$ cat src/rtl/rx_mii_udp_if.sv
// rx_mii_udp_if: payload byte stream and per-frame status
// produced by the MII/UDP receiver.
interface rx_mii_udp_if;
    logic [7:0]  dout;
    logic        dout_en;
    logic        dout_first;
    logic [31:0] src_ip;
    logic [15:0] src_port;
    logic        rx_ok;
    logic        rx_err;

    modport master (
        output dout, dout_en, dout_first,
        output src_ip, src_port, rx_ok, rx_err
    );

    modport slave (
        input dout, dout_en, dout_first,
        input src_ip, src_port, rx_ok, rx_err
    );
endinterface

$ cat src/rtl/rx_mii_udp.sv
// rx_mii_udp: MII nibble receiver with Ethernet/IPv4/UDP filtering,
// CRC-32 check and UDP payload streaming.
module rx_mii_udp #(
    parameter int MAX_PAYLOAD  = 512,
    parameter bit ACCEPT_BCAST = 1'b1
) (
    input  logic         clk,
    input  logic         rst_n,
    input  logic [3:0]   mii_rxd,
    input  logic         mii_rxdv,
    input  logic         mii_rxer,
    input  logic [47:0]  local_mac,
    input  logic [31:0]  local_ip,
    input  logic [15:0]  local_port,
    rx_mii_udp_if.master rx
);
    localparam logic [2:0] S_IDLE = 3'd0;
    localparam logic [2:0] S_PRE  = 3'd1;
    localparam logic [2:0] S_HDR  = 3'd2;
    localparam logic [2:0] S_PAY  = 3'd3;
    localparam logic [2:0] S_TAIL = 3'd4;
    localparam logic [2:0] S_END  = 3'd5;
    localparam logic [2:0] S_DROP = 3'd6;

    localparam logic [15:0] LEN_MAX = 16'(MAX_PAYLOAD + 8);
    localparam logic [31:0] RESIDUE = 32'hC704DD7B;

    logic [2:0]  state;
    logic [1:0]  pre_cnt;
    logic        phase;
    logic [3:0]  lo_nib;
    logic [5:0]  byte_cnt;
    logic [31:0] crc;
    logic        ucast_ok;
    logic        bcast_ok;
    logic [31:0] sh_ip;
    logic [15:0] sh_port;
    logic [7:0]  len_hi;
    logic [10:0] pay_left;
    logic        first;
    logic        err;

    logic        in_frame;
    logic        byte_stb;
    logic [7:0]  rx_byte;
    logic [15:0] len_now;
    logic [31:0] crc_nxt;
    logic [31:0] crc_rev;
    logic [7:0]  mac_b;
    logic [7:0]  ip_b;
    logic [7:0]  port_b;
    logic        u_ok_n;
    logic        b_ok_n;
    logic        hdr_bad;

    function automatic logic [31:0] crc_byte(
        input logic [31:0] c,
        input logic [7:0]  b
    );
        logic [31:0] r;
        r = c ^ {24'h0, b};
        for (int i = 0; i < 8; i++)
            r = r[0] ? ((r >> 1) ^ 32'hEDB88320) : (r >> 1);
        return r;
    endfunction

    assign in_frame = (state == S_HDR) || (state == S_PAY)
                   || (state == S_TAIL);
    assign byte_stb = in_frame && mii_rxdv && phase;
    assign rx_byte  = {mii_rxd, lo_nib};
    assign len_now  = {len_hi, rx_byte};
    assign crc_nxt  = crc_byte(crc, rx_byte);
    assign crc_rev  = {<<{crc}};

    // Select the expected header byte for the current byte position.
    assign mac_b  = 8'(local_mac >> {6'd5 - byte_cnt, 3'b000});
    assign ip_b   = 8'(local_ip >> {6'd33 - byte_cnt, 3'b000});
    assign port_b = 8'(local_port >> {~byte_cnt[0], 3'b000});
    assign u_ok_n = ucast_ok && (rx_byte == mac_b);
    assign b_ok_n = ACCEPT_BCAST && bcast_ok && (rx_byte == 8'hFF);

    always_comb begin
        hdr_bad = 1'b0;
        unique case (1'b1)
            byte_cnt <= 6'd5:  hdr_bad = !(u_ok_n || b_ok_n);
            byte_cnt == 6'd12: hdr_bad = rx_byte != 8'h08;
            byte_cnt == 6'd13: hdr_bad = rx_byte != 8'h00;
            byte_cnt == 6'd14: hdr_bad = rx_byte != 8'h45;
            byte_cnt == 6'd23: hdr_bad = rx_byte != 8'h11;
            byte_cnt >= 6'd30 && byte_cnt <= 6'd33:
                hdr_bad = rx_byte != ip_b;
            byte_cnt == 6'd36 || byte_cnt == 6'd37:
                hdr_bad = rx_byte != port_b;
            byte_cnt == 6'd39:
                hdr_bad = (len_now < 16'd9) || (len_now > LEN_MAX);
            default: ;
        endcase
    end

    always_ff @(posedge clk or negedge rst_n) begin
        if (!rst_n) begin
            state       <= S_IDLE;
            pre_cnt     <= 2'd0;
            phase       <= 1'b0;
            lo_nib      <= 4'h0;
            byte_cnt    <= 6'd0;
            crc         <= 32'h0;
            ucast_ok    <= 1'b0;
            bcast_ok    <= 1'b0;
            sh_ip       <= 32'h0;
            sh_port     <= 16'h0;
            len_hi      <= 8'h0;
            pay_left    <= 11'd0;
            first       <= 1'b0;
            err         <= 1'b0;
            rx.dout       <= 8'h0;
            rx.dout_en    <= 1'b0;
            rx.dout_first <= 1'b0;
            rx.src_ip     <= 32'h0;
            rx.src_port   <= 16'h0;
            rx.rx_ok      <= 1'b0;
            rx.rx_err     <= 1'b0;
        end else begin
            rx.dout_en    <= 1'b0;
            rx.dout_first <= 1'b0;
            rx.rx_ok      <= 1'b0;
            rx.rx_err     <= 1'b0;
            if (mii_rxdv && !phase) lo_nib <= mii_rxd;
            if (in_frame && mii_rxdv) phase <= ~phase;
            if (byte_stb) crc <= crc_nxt;

            unique case (state)
                S_IDLE: if (mii_rxdv) begin
                    pre_cnt <= 2'd1;
                    state   <= (mii_rxd == 4'h5) ? S_PRE : S_DROP;
                end
                S_PRE: begin
                    if (!mii_rxdv) state <= S_IDLE;
                    else if (mii_rxer) state <= S_DROP;
                    else if (mii_rxd == 4'h5) begin
                        if (pre_cnt != 2'd3) pre_cnt <= pre_cnt + 2'd1;
                    end else if (mii_rxd == 4'hD && pre_cnt >= 2'd2) begin
                        state    <= S_HDR;
                        byte_cnt <= 6'd0;
                        crc      <= 32'hFFFFFFFF;
                        phase    <= 1'b0;
                        ucast_ok <= 1'b1;
                        bcast_ok <= 1'b1;
                        first    <= 1'b1;
                        err      <= 1'b0;
                    end else state <= S_DROP;
                end
                S_HDR: begin
                    if (!mii_rxdv) state <= S_IDLE;
                    else if (mii_rxer || (byte_stb && hdr_bad))
                        state <= S_DROP;
                    else if (byte_stb) begin
                        byte_cnt <= byte_cnt + 6'd1;
                        if (byte_cnt <= 6'd5) begin
                            ucast_ok <= u_ok_n;
                            bcast_ok <= b_ok_n;
                        end
                        if (byte_cnt >= 6'd26 && byte_cnt <= 6'd29)
                            sh_ip <= {sh_ip[23:0], rx_byte};
                        if (byte_cnt == 6'd34 || byte_cnt == 6'd35)
                            sh_port <= {sh_port[7:0], rx_byte};
                        if (byte_cnt == 6'd38) len_hi <= rx_byte;
                        if (byte_cnt == 6'd39)
                            pay_left <= len_now[10:0] - 11'd8;
                        if (byte_cnt == 6'd41) state <= S_PAY;
                    end
                end
                S_PAY: begin
                    if (!mii_rxdv) begin
                        rx.rx_err <= 1'b1;
                        state     <= S_IDLE;
                    end else begin
                        if (mii_rxer) err <= 1'b1;
                        if (byte_stb) begin
                            rx.dout       <= rx_byte;
                            rx.dout_en    <= 1'b1;
                            rx.dout_first <= first;
                            first         <= 1'b0;
                            if (first) begin
                                rx.src_ip   <= sh_ip;
                                rx.src_port <= sh_port;
                            end
                            pay_left <= pay_left - 11'd1;
                            if (pay_left == 11'd1) state <= S_TAIL;
                        end
                    end
                end
                S_TAIL: begin
                    if (!mii_rxdv) state <= S_END;
                    else if (mii_rxer) err <= 1'b1;
                end
                // Any nibble arriving in this cycle belongs to no frame.
                S_END: begin
                    if (crc_rev == RESIDUE && !phase && !err)
                        rx.rx_ok <= 1'b1;
                    else
                        rx.rx_err <= 1'b1;
                    state <= S_IDLE;
                end
                S_DROP: if (!mii_rxdv) state <= S_IDLE;
                default: state <= S_IDLE;
            endcase
        end
    end
endmodule
$ cat src/flat_wrapper.sv
// flat-port wrapper written by rule: the top's interface ports become plain ports
module rx_mii_udp_flat 
#(
    parameter int MAX_PAYLOAD  = 512,
    parameter bit ACCEPT_BCAST = 1'b1
)
  (clk, rst_n, mii_rxd, mii_rxdv, mii_rxer, local_mac, local_ip, local_port, rx_dout, rx_dout_en, rx_dout_first, rx_src_ip, rx_src_port, rx_rx_ok, rx_rx_err);
  rx_mii_udp_if rx_i ();
  input  logic clk;
  input  logic rst_n;
  input  logic [3:0] mii_rxd;
  input  logic mii_rxdv;
  input  logic mii_rxer;
  input  logic [47:0] local_mac;
  input  logic [31:0] local_ip;
  input  logic [15:0] local_port;
  output wire logic [$bits(rx_i.dout)-1:0] rx_dout;
  output wire logic [$bits(rx_i.dout_en)-1:0] rx_dout_en;
  output wire logic [$bits(rx_i.dout_first)-1:0] rx_dout_first;
  output wire logic [$bits(rx_i.src_ip)-1:0] rx_src_ip;
  output wire logic [$bits(rx_i.src_port)-1:0] rx_src_port;
  output wire logic [$bits(rx_i.rx_ok)-1:0] rx_rx_ok;
  output wire logic [$bits(rx_i.rx_err)-1:0] rx_rx_err;
  assign rx_dout = rx_i.dout;
  assign rx_dout_en = rx_i.dout_en;
  assign rx_dout_first = rx_i.dout_first;
  assign rx_src_ip = rx_i.src_ip;
  assign rx_src_port = rx_i.src_port;
  assign rx_rx_ok = rx_i.rx_ok;
  assign rx_rx_err = rx_i.rx_err;
  rx_mii_udp #(.MAX_PAYLOAD(MAX_PAYLOAD), .ACCEPT_BCAST(ACCEPT_BCAST)) u_core (.clk(clk), .rst_n(rst_n), .mii_rxd(mii_rxd), .mii_rxdv(mii_rxdv), .mii_rxer(mii_rxer), .local_mac(local_mac), .local_ip(local_ip), .local_port(local_port), .rx(rx_i));
endmodule
$ cat config.mk
export PLATFORM = sky130hd
export DESIGN_NAME = rx_mii_udp_flat
export DESIGN_NICKNAME = d
export VERILOG_FILES = /design/src/rtl/rx_mii_udp_if.sv /design/src/rtl/rx_mii_udp.sv /design/src/flat_wrapper.sv
export SDC_FILE = /design/constraint.sdc
export NUM_CORES = 1
export LEC_CHECK = 0
export BUFFER_PORTS_ARGS = -buffer_cell sky130_fd_sc_hd__buf_2
export CORE_UTILIZATION = 62
export DETAILED_ROUTE_END_ITERATION = 12
export PLACE_DENSITY = 0.86
export SETUP_SLACK_MARGIN = 0.2
export SYNTH_ARGS = -nofsm -noshare
export SYNTH_HDL_FRONTEND = slang
export SYNTH_SLANG_ARGS = --single-unit
$ cat constraint.sdc
create_clock -name clk -period 11.8 [get_ports clk]
set_input_delay 2.36 -clock clk [delete_from_list [all_inputs] [get_ports clk]]
set_output_delay 2.36 -clock clk [all_outputs]
set_load 0.01 [all_outputs]
* Yosys cells after proc, flatten, opt, wreduce, memory -nomap -nowiden *
Cells that the tools add are included.

storage, ports and cells
  latch bits = 0
  register bits after elaboration = 179
  memories kept = 0
  bits in read-only memories = 0
  memory bits (writable) = 0
  input port bits = 104

cells by class
  bitwise gates (word level) = 12
  $add $sub $neg = 6
  shifts and indexed selects = 3
  $mul = 0
  muxes and demuxes = 93
  magnitude comparators = 8
  reductions and logical operators = 41
  divide/modulo/power cells = 0
  equal/unequal tests = 52

operator list
  operator              number
  $mux 32               14
  $not 13->14           8
  $mux 11               6
  $shr 48x9->8          1
  $mux 3                15
  $eq 6x6->1 const B    7
  $mux 6                7
  $mux 1                36
  $eq 32x32->1 const B  1
  $shr 32x9->8          1
  $xor 32x8->32         1
  $ne 2x2->1 const B    12
  $pmux 11 s2           1
  $reduce_and 7->1      3
  $eq 6x4->1 const B    3
  $pmux 3 s6            1
  $gt 16x10->1 const B  1
  $lt 16x4->1 const B   1
  $ne 8x8->1            2
  $reduce_and 8->1      2
  $shr 16x4->8          1
  $reduce_and 5->1      3
  $ne 2x1->1 const B    7
  $ge 6x5->1 const B    2
  43 further kinds      79

* Logic depth before layout (Yosys ltp) *
Gate-level depths: netlist of the first run.

  depth after elaboration = 23
  gate-level depth with buffers = 18
  mapped depth without buffers = 12

* Worst setup path after synthesis of the first run *
OpenSTA, ideal clock, no wires.

  path kind = in2reg
  start = input local_mac[26]
  end = register u_core.sh_ip[2]
  stages on the path = 11
  setup slack = 6.808 ns
  path buffers = 2
  arrival time = 4.864 ns
  library setup time = 0.128 ns
  required time = 11.672 ns
  cell sequence = mux2_4 -> a222oi_1 -> o22ai_1 -> o31a_1 -> o31ai_4 -> a21oi_2 -> nor3_4 -> and3_1 -> buf_4 -> buf_6 -> mux2_1

on the way
  cells in the longest elaborated chain, start to end = 10

ends and longest elaborated chain
  item                               RTL line            text
  from (decl)                        flat_wrapper.sv:14  input logic [47:0] local_mac;
  $shr 48x9->8                       rx_mii_udp.sv:76    assign mac_b = 8'(local_mac >> {6'd5 - byte_cnt, 3'b000});
  $eq 8x8->1                         rx_mii_udp.sv:79    assign u_ok_n = ucast_ok && (rx_byte == mac_b);
  $logic_and 1x1->1                  rx_mii_udp.sv:79
  $logic_or 1x1->1                   rx_mii_udp.sv:85    byte_cnt <= 6'd5: hdr_bad = !(u_ok_n || b_ok_n);
  $logic_not 1->1                    rx_mii_udp.sv:85
  $pmux 1 s8                         rx_mii_udp.sv:84    unique case (1'b1)
  $logic_and 1x1->1                  rx_mii_udp.sv:155   else if (mii_rxer || (byte_stb && hdr_bad))
  $logic_or 1x1->1                   rx_mii_udp.sv:155
  $not 1->1 (no source line)         --
  $reduce_and 5->1 (no source line)  --
  to (signal assigned)               rx_mii_udp.sv:164   sh_ip <= {sh_ip[23:0], rx_byte};
  to (decl)                          rx_mii_udp.sv:36    logic [31:0] sh_ip;

No other way between the ends.
A chain may end at the register's enable or synchronous reset.

* Worst setup path after layout of the first run *
  start = register u_core.byte_cnt[1]
  end = register u_core.sh_ip[26]

on the way
  cells in the longest elaborated chain, start to end = 11
  elaborated cells on any way between the ends = 29

ends and longest elaborated chain
  item                                   RTL line           text
  from (decl)                            rx_mii_udp.sv:32   logic [5:0] byte_cnt;
  from (signal assigned)                 rx_mii_udp.sv:158  byte_cnt <= byte_cnt + 6'd1;
  $sub 3x6->6                            rx_mii_udp.sv:76
  $shr 48x9->8                           rx_mii_udp.sv:76
  $eq 8x8->1                             rx_mii_udp.sv:79
  $logic_and 1x1->1                      rx_mii_udp.sv:79
  $logic_or 1x1->1                       rx_mii_udp.sv:85
  $logic_not 1->1                        rx_mii_udp.sv:85
  $pmux 1 s8                             rx_mii_udp.sv:84
  $logic_and 1x1->1                      rx_mii_udp.sv:155
  $logic_or 1x1->1                       rx_mii_udp.sv:155
  $not 1->1 (no source line)             --
  $reduce_and 5->1 (no source line) (*)  --

Every way passes the cells marked *; elsewhere a longest branch is shown, timed or not.

==> flow_summary.yaml, run 1 <==
sta:
  period_share_pct: 44.7
  slew-limit-headroom_pct: 21.0
  worst_pin_slew_ns: 1.18
  fin_crit_ns: 5.27
  rsz0062_at_grt: "no"
  fmax_ghz: 0.190
  finalSetupViolCount: 0
  setup_tns_ns: 0
  hold_viol_final: 0
  report.final.slew_viol_count: 0
  worst_clock_skew_ns: 0.0130
finish:
  area.growth.synth_to_final_pct: 15.0
  num_antenna_cells: 0
  multi_input_area_um2: 5270
  utilization_pct: 73.2
  seqCellArea_um2: 4480
  nFillCells: 1137
  nNetsFinal: 1201
  final_layout_size_suffix_gt1_share_pct: 29.8
synth:
  post-synth-top-count-cell: "dfrtp_1"
  syn_nets: 1064
  async_reset_ff_share_pct: 100
  synth_area_um2: 10100
  yosysWarnings: 0
  synth.area.top_cells: "dfrtp_1, mux2_2, xnor2_1"
  postSynthCellCount: 945
  synthTopCellsByCount: "dfrtp_1, nand2_1, mux2_2"
  synth.avg_cell_area_um2: 10.7
  synth.distinct_cells: 79
  yosys_register_bits: 179
  yosys.area.top_type: "dfrtp_1"
  synth-edff-count: 0
  yosys_most_used_dff: "dfrtp_1"
  synth_top_area_share_pct: 44.3
  yosysSeqAreaShare_pct: 44.3
critical_path:
  critPathArrivalTime_ns: 5.59
  worstPathCellList: "inv_1 > ha_1 > buf_4 > mux2_2 > a222oi_1 > nand3b_1 > o32ai_1 > a21oi_1 > o31ai_4 > a21oi_2 > nor3_4 > and3_1 > buf_4 > mux2_1"
  cp_max_fo: 32
  path_class: "register to register"
  worstPathRequired_ns: 12.12
  end_kind: "register"
  cp_common_cell: "buf_4"
  max_stage_delay_ns: 0.97
  slowest_stage: "dfrtp_1"
  critPathLaunchType: "register"
clock_tree:
  ctsHoldBuffers: 0
  clk_latency_ns: 0.44
  cts_tree: "done"
  ctsLongestPathBuffers: 2
  post_cts_buffers: 0
  clockRootBuffer: "clkbuf_16"
  cts_htree_levels: 4
  cts_buffers: 17
  postCtsResizedCells: 0
  clock_sinks: 179
  clk_pin_slew_ns: 0.07
pwr:
  peakVddDrop_mv: 0.334
  leakagePower_uw: 0.00569
  internal_power_uw: 1690
  clockPowerShare_pct: 20.0
  p_per_area_nw_per_um2: 251
  power_frac_comb_pct: 49.8
  seqPwrFrac_pct: 30.2
  p_sw_share_pct: 42.0
  power_switching_uw: 1230
drt:
  dr.pass1.iters: 5
  routed_wl_um: 24800
  routedWlPerCell_um: 18.9
  viasPerCell: 6.03
  num_vias: 7908
  dr.first_iter.drc_count: 703
  ant_nets: 0
  drc_errors: 0
floorplan:
  placementRows: 46
  die-area_um2: 16800
  initial_utilization_pct: 63.7
  ioPinCount: 164
  fp.coreArea_um2: 15900
  die_w_um: 130
  fp.dieH_um: 130
placement:
  io_buffers: 163
  dp_hpwl_um: 17200
  place_congestion: 0.905
global_routing:
  grt-ovfl-total: 0
  globalRouteTotalUtil_pct: 31.2
  antenna_found_initial: 1
  grt_pass1_wl_um: 40300
  first_global_vias: 7859
  grt_max_degree: 115
min_path:
  hp-class: "register to register"
run:
  cap_violations: 0
run_status:
  status: "finished, final reports clean"
[power by group through the flow]
stage / Combinational [µW] / Clock [µW] / Sequential, µW
floorplan: 1210 / 0 / 809
global placement: 1390 / 0 / 878
detailed placement: 1420 / 0 / 884
CTS: 1440 / 591 / 874
global route: 1590 / 617 / 893
finish: 1450 / 584 / 881
[cell type report]
type,count,area share [%]
Multi-Input combinational cell,687,45.3
Sequential cell,179,38.5
Clock buffer,17,3.66
Inverter,24,0.774
Tap cell,216,2.32
Clock inverter,15,1.72
Timing Repair Buffer,173,7.71
[worst max-delay path, delay by kind of cell, from the launching register on]
kind	cells	cell delay (ns)
adder cells (fa/ha/maj)	1	0.39
multiplexers	2	0.76
AO/OA/AOI/OAI	5	1.24
flip-flops	1	0.97
AND/OR/NAND/NOR	3	0.76
buffers and inverters	3	0.98
[per-stage QoR]
stage | setup slack [ns] | std cells | power [µW] | area (µm²) | hold WS, ns
floorplan | 6.81 | 945 | 2020 | 10100 | 0.454
global placement | 6.27 | 1279 | 2270 | 11000 | 0.464
detailed placement | 6.16 | 1279 | 2300 | 11000 | 0.479
global route | 6.16 | 1311 | 3100 | 11600 | 0.507
CTS | 6.54 | 1311 | 2900 | 11600 | 0.500
finish | 6.53 | 1311 | 2920 | 11600 | 0.499
[routing by layer]
| layer | routed length, µm | vias to the layer above | GRT usage (%) | part of all wire (%) |
|---|---|---|---|---|
| li1 | - | 3649 | - | - |
| met4 | 448 | 0 | 10.7 | 1.8 |
| met5 | 0 | - | 0 | 0 |
| met1 | 10400 | 3864 | 40.7 | 42 |
| met3 | 2000 | 48 | 7.71 | 8.1 |
| met2 | 12000 | 347 | 50.9 | 48 |
[final timing paths]
path                       slack, ns               start                      to  cells past startpoint
hold reg to reg                 0.50    u_core.sh_ip[24]        u_core.sh_ip[24]                      1
setup / recovery                6.53  u_core.byte_cnt[1]        u_core.sh_ip[26]                     14
min in group asynchronous       2.02               rst_n  u_core.rx.src_port[14]                      1
max in group asynchronous       8.33               rst_n          u_core.crc[18]                      2
setup reg to reg                6.53  u_core.byte_cnt[1]        u_core.sh_ip[26]                     14
hold / removal                  0.50    u_core.sh_ip[24]        u_core.sh_ip[24]                      1
[flip-flops by register name (all words and copies together), names as in the netlist, 2 cells and up]
register and flops:
u_core.crc 32, u_core.sh_ip 32, u_core.rx.dout 8, u_core.rx.src_port 16
u_core.pre_cnt 2, u_core.len_hi 8, u_core.sh_port 16, u_core.pay_left 11
u_core.lo_nib 4, u_core.rx.src_ip 32, u_core.byte_cnt 6, u_core.state 3
[cell families (layout without fill, tap and decap cells)]
kind of cell	after synthesis	after routing	synth area share (%)
multiplexers	159	159	18.7
XOR/XNOR	83	83	7.19
AND/OR/NAND/NOR	260	260	12.9
AO/OA/AOI/OAI	170	170	11.5
adder cells (fa/ha/maj)	15	15	1.86
buffers and inverters	79	229	3.65
flip-flops	179	179	44.3
[cell usage in the layout (no fill, tap or decap), types with 5 or more instances in the layout]
| cell | count |
|---|---|
| a21oi_1 | 26 |
| a22oi_1 | 6 |
| a32oi_1 | 8 |
| and2_1 | 8 |
| and3_1 | 6 |
| buf_2 | 162 |
| buf_4 | 10 |
| clkbuf_16 | 17 |
| clkinv_8 | 5 |
| dfrtp_1 | 179 |
| ha_1 | 14 |
| inv_1 | 23 |
| mux2_1 | 31 |
| mux2_2 | 82 |
| mux2_4 | 11 |
| mux2i_1 | 27 |
| mux4_2 | 8 |
| nand2_1 | 97 |
| nand2b_1 | 10 |
| nand3_1 | 17 |
| nand4_1 | 9 |
| nor2_1 | 50 |
| nor2b_1 | 6 |
| nor3_1 | 16 |
| nor3b_1 | 5 |
| nor4_1 | 5 |
| o211ai_1 | 5 |
| o21ai_0 | 66 |
| o22ai_1 | 10 |
| xnor2_1 | 60 |
| xor2_1 | 23 |
(Power assumes the default switching activity.)
==> run 2, diff against run 1 <==
CORE_UTILIZATION = 52   (was 62)
PLACE_DENSITY = 0.77   (was 0.86)
clock period = 4.52 ns   (was 11.8 ns; I/O delays follow)
==> run 2 against run 1 <==
Combinational power rose to 2.7 times the previous value. Count of clock-buffer cells in the layout grew 1. Highest routed layer unchanged. Die area grew 19%. Maximum frequency grew 32%. Register-to-register slack got worse by 6.0 ns. Sequential share of layout area decreased by 0.52 points. Worst hold slack got worse by 0.054 ns. Non-clock buffer count up 14. Global-route usage down 4.9 points. Utilization down 11 points.
==> flow_summary.yaml, run 2 (synthesis gave the netlist of run 1 again) <==
finish:
  num_antenna_cells: 0
  area.growth.synth_to_final_pct: 16.6
  top_regs: "u_core.crc: 32 flops, u_core.rx.src_ip: 32 flops, u_core.sh_ip: 32 flops"
  nNetsFinal: 1215
  finalNonFillerCells: 1369
  layout_commonest_cell: "dfrtp_1"
  final_layout_size_suffix_gt1_share_pct: 30.7
  final_cell_mix: "dfrtp_1, buf_2, nand2_1"
  design_area_um2: 11800
placement:
  dp_hpwl_um: 17500
  io_buffers: 163
  placed_area_um2: 11200
  place_inst: 1335
  place_congestion: 0.970
global_routing:
  globalRouteTotalUtil_pct: 26.3
  grt_max_degree: 65
  antenna_found_initial: 0
  first_global_vias: 7774
  grt_pass1_wl_um: 40800
  grt-ovfl-total: 0
critical_path:
  end_kind: "register"
  slowest_stage: "and4_1"
  worstPathRequired_ns: 4.84
  max_stage_delay_ns: 0.50
  worstPathCellList: "buf_4 > ha_1 > nand3b_1 > a21oi_1 > o21ai_0 > a32oi_1 > xnor2_1 > and4b_1 > a211oi_2 > nor3_4 > and4_1 > mux2_2"
  cp_max_fo: 32
  critPathTopFamily: "simple AND/OR/NAND/NOR gates"
  crit_buf_inv: 1
  critPathLaunchType: "register"
  path_class: "register to register"
  critPathArrivalTime_ns: 4.32
pwr:
  peakVddDrop_mv: 1.29
  p_per_area_nw_per_um2: 648
  leakagePower_uw: 0.00575
  p_total_uw: 7640
sta:
  fin_crit_ns: 4.00
  worst_pin_slew_ns: 1.18
  finalSetupViolCount: 0
  hold_viol_final: 0
  fmax_ghz: 0.250
  setup_tns_ns: 0
  report.final.slew_viol_count: 0
  worst_clock_skew_ns: 0.0105
  rsz0062_at_grt: "no"
  holdWs_ns: 0.445
  slew-limit-headroom_pct: 21.2
  period_share_pct: 88.5
floorplan:
  placementRows: 50
  ioPinCount: 164
  fp.coreArea_um2: 18900
  die-area_um2: 20000
  die_w_um: 141
  initial_utilization_pct: 53.5
  fp.dieH_um: 141
clock_tree:
  clockRootBuffer: "clkbuf_16"
  clock_sinks: 179
  cts_tree: "done"
  ctsHoldBuffers: 0
  clk_pin_slew_ns: 0.07
  cts_buffers: 17
  ctsLongestPathBuffers: 2
  cts_htree_levels: 4
  clk_latency_ns: 0.44
run:
  cap_violations: 0
drt:
  dr.first_iter.drc_count: 566
  routed_wl_um: 25200
  dr.pass1.iters: 7
  routedWlPerCell_um: 18.4
  ant_nets: 0
  drc_errors: 0
  num_vias: 7916
  viasPerCell: 5.78
min_path:
  hp-class: "input port to async pin"
run_status:
  status: "finished, final reports clean"
[run 2: power by group]
group | internal (µW) | leakage [µW] | switching, µW
clock network | 791 | 0.000293 | 702
logic | 1800 | 0.00311 | 2120
registers | 1880 | 0.00236 | 352
[run 2: routing by layer]
layer | vias to the layer above | wire length, µm | global-route usage, % | part of all wire (%)
met3 | 55 | 1510 | 6.41 | 6.0
met4 | 0 | 548 | 7.64 | 2.2
met1 | 3918 | 10900 | 34.5 | 43
met2 | 259 | 12300 | 43.2 | 49
li1 | 3684 | - | - | -
met5 | - | 0 | 0 | 0
[run 2: path summary, 6_finish.rpt]
kind                               startpoint                    end  slack (ns)  depth (start not counted)
max reg2reg                u_core.byte_cnt[0]       u_core.len_hi[1]        0.52                         12
min reg2reg                  u_core.sh_ip[28]       u_core.sh_ip[28]        0.50                          1
max                        u_core.byte_cnt[0]       u_core.len_hi[1]        0.52                         12
max in group asynchronous               rst_n        u_core.sh_ip[5]        3.09                          2
min                                     rst_n  u_core.rx.src_port[5]        0.44                          1
min in group clk             u_core.sh_ip[28]       u_core.sh_ip[28]        0.50                          1
[run 2: repair_timing]
action,4_1_cts,5_1_grt
gates resized for setup,0,2
endpoints found under the hold margin,0,0
setup endpoints to repair,0,56
setup buffers,0,2
[run 2: cell type report]
type / count / area, µm²
clock buffers: 18 / 429
clock inverters: 14 / 165
fillers: 1577 / 7100
inverters: 24 / 90.1
multi-input cells: 687 / 5280
flip-flops and latches: 179 / 4480
well taps: 260 / 325
repair buffers: 187 / 1030
[run 2: worst reg2reg max path: stages (launching register included)]
cell,delay (ns)
dfrtp_1,0.37
buf_4,0.42
ha_1,0.46
nand3b_1,0.16
a21oi_1,0.33
o21ai_0,0.16
a32oi_1,0.21
xnor2_1,0.14
and4b_1,0.24
a211oi_2,0.12
nor3_4,0.39
and4_1,0.50
mux2_2,0.39
[run 2: per-stage QoR]
step / setup WS, ns / util (%)
global route: 0.254 / 62.4
detailed placement: 0.438 / 59.1
finish: 0.518 / 62.4
CTS: 0.410 / 62.3
floorplan: 0.561 / -
global placement: 0.528 / 59.1
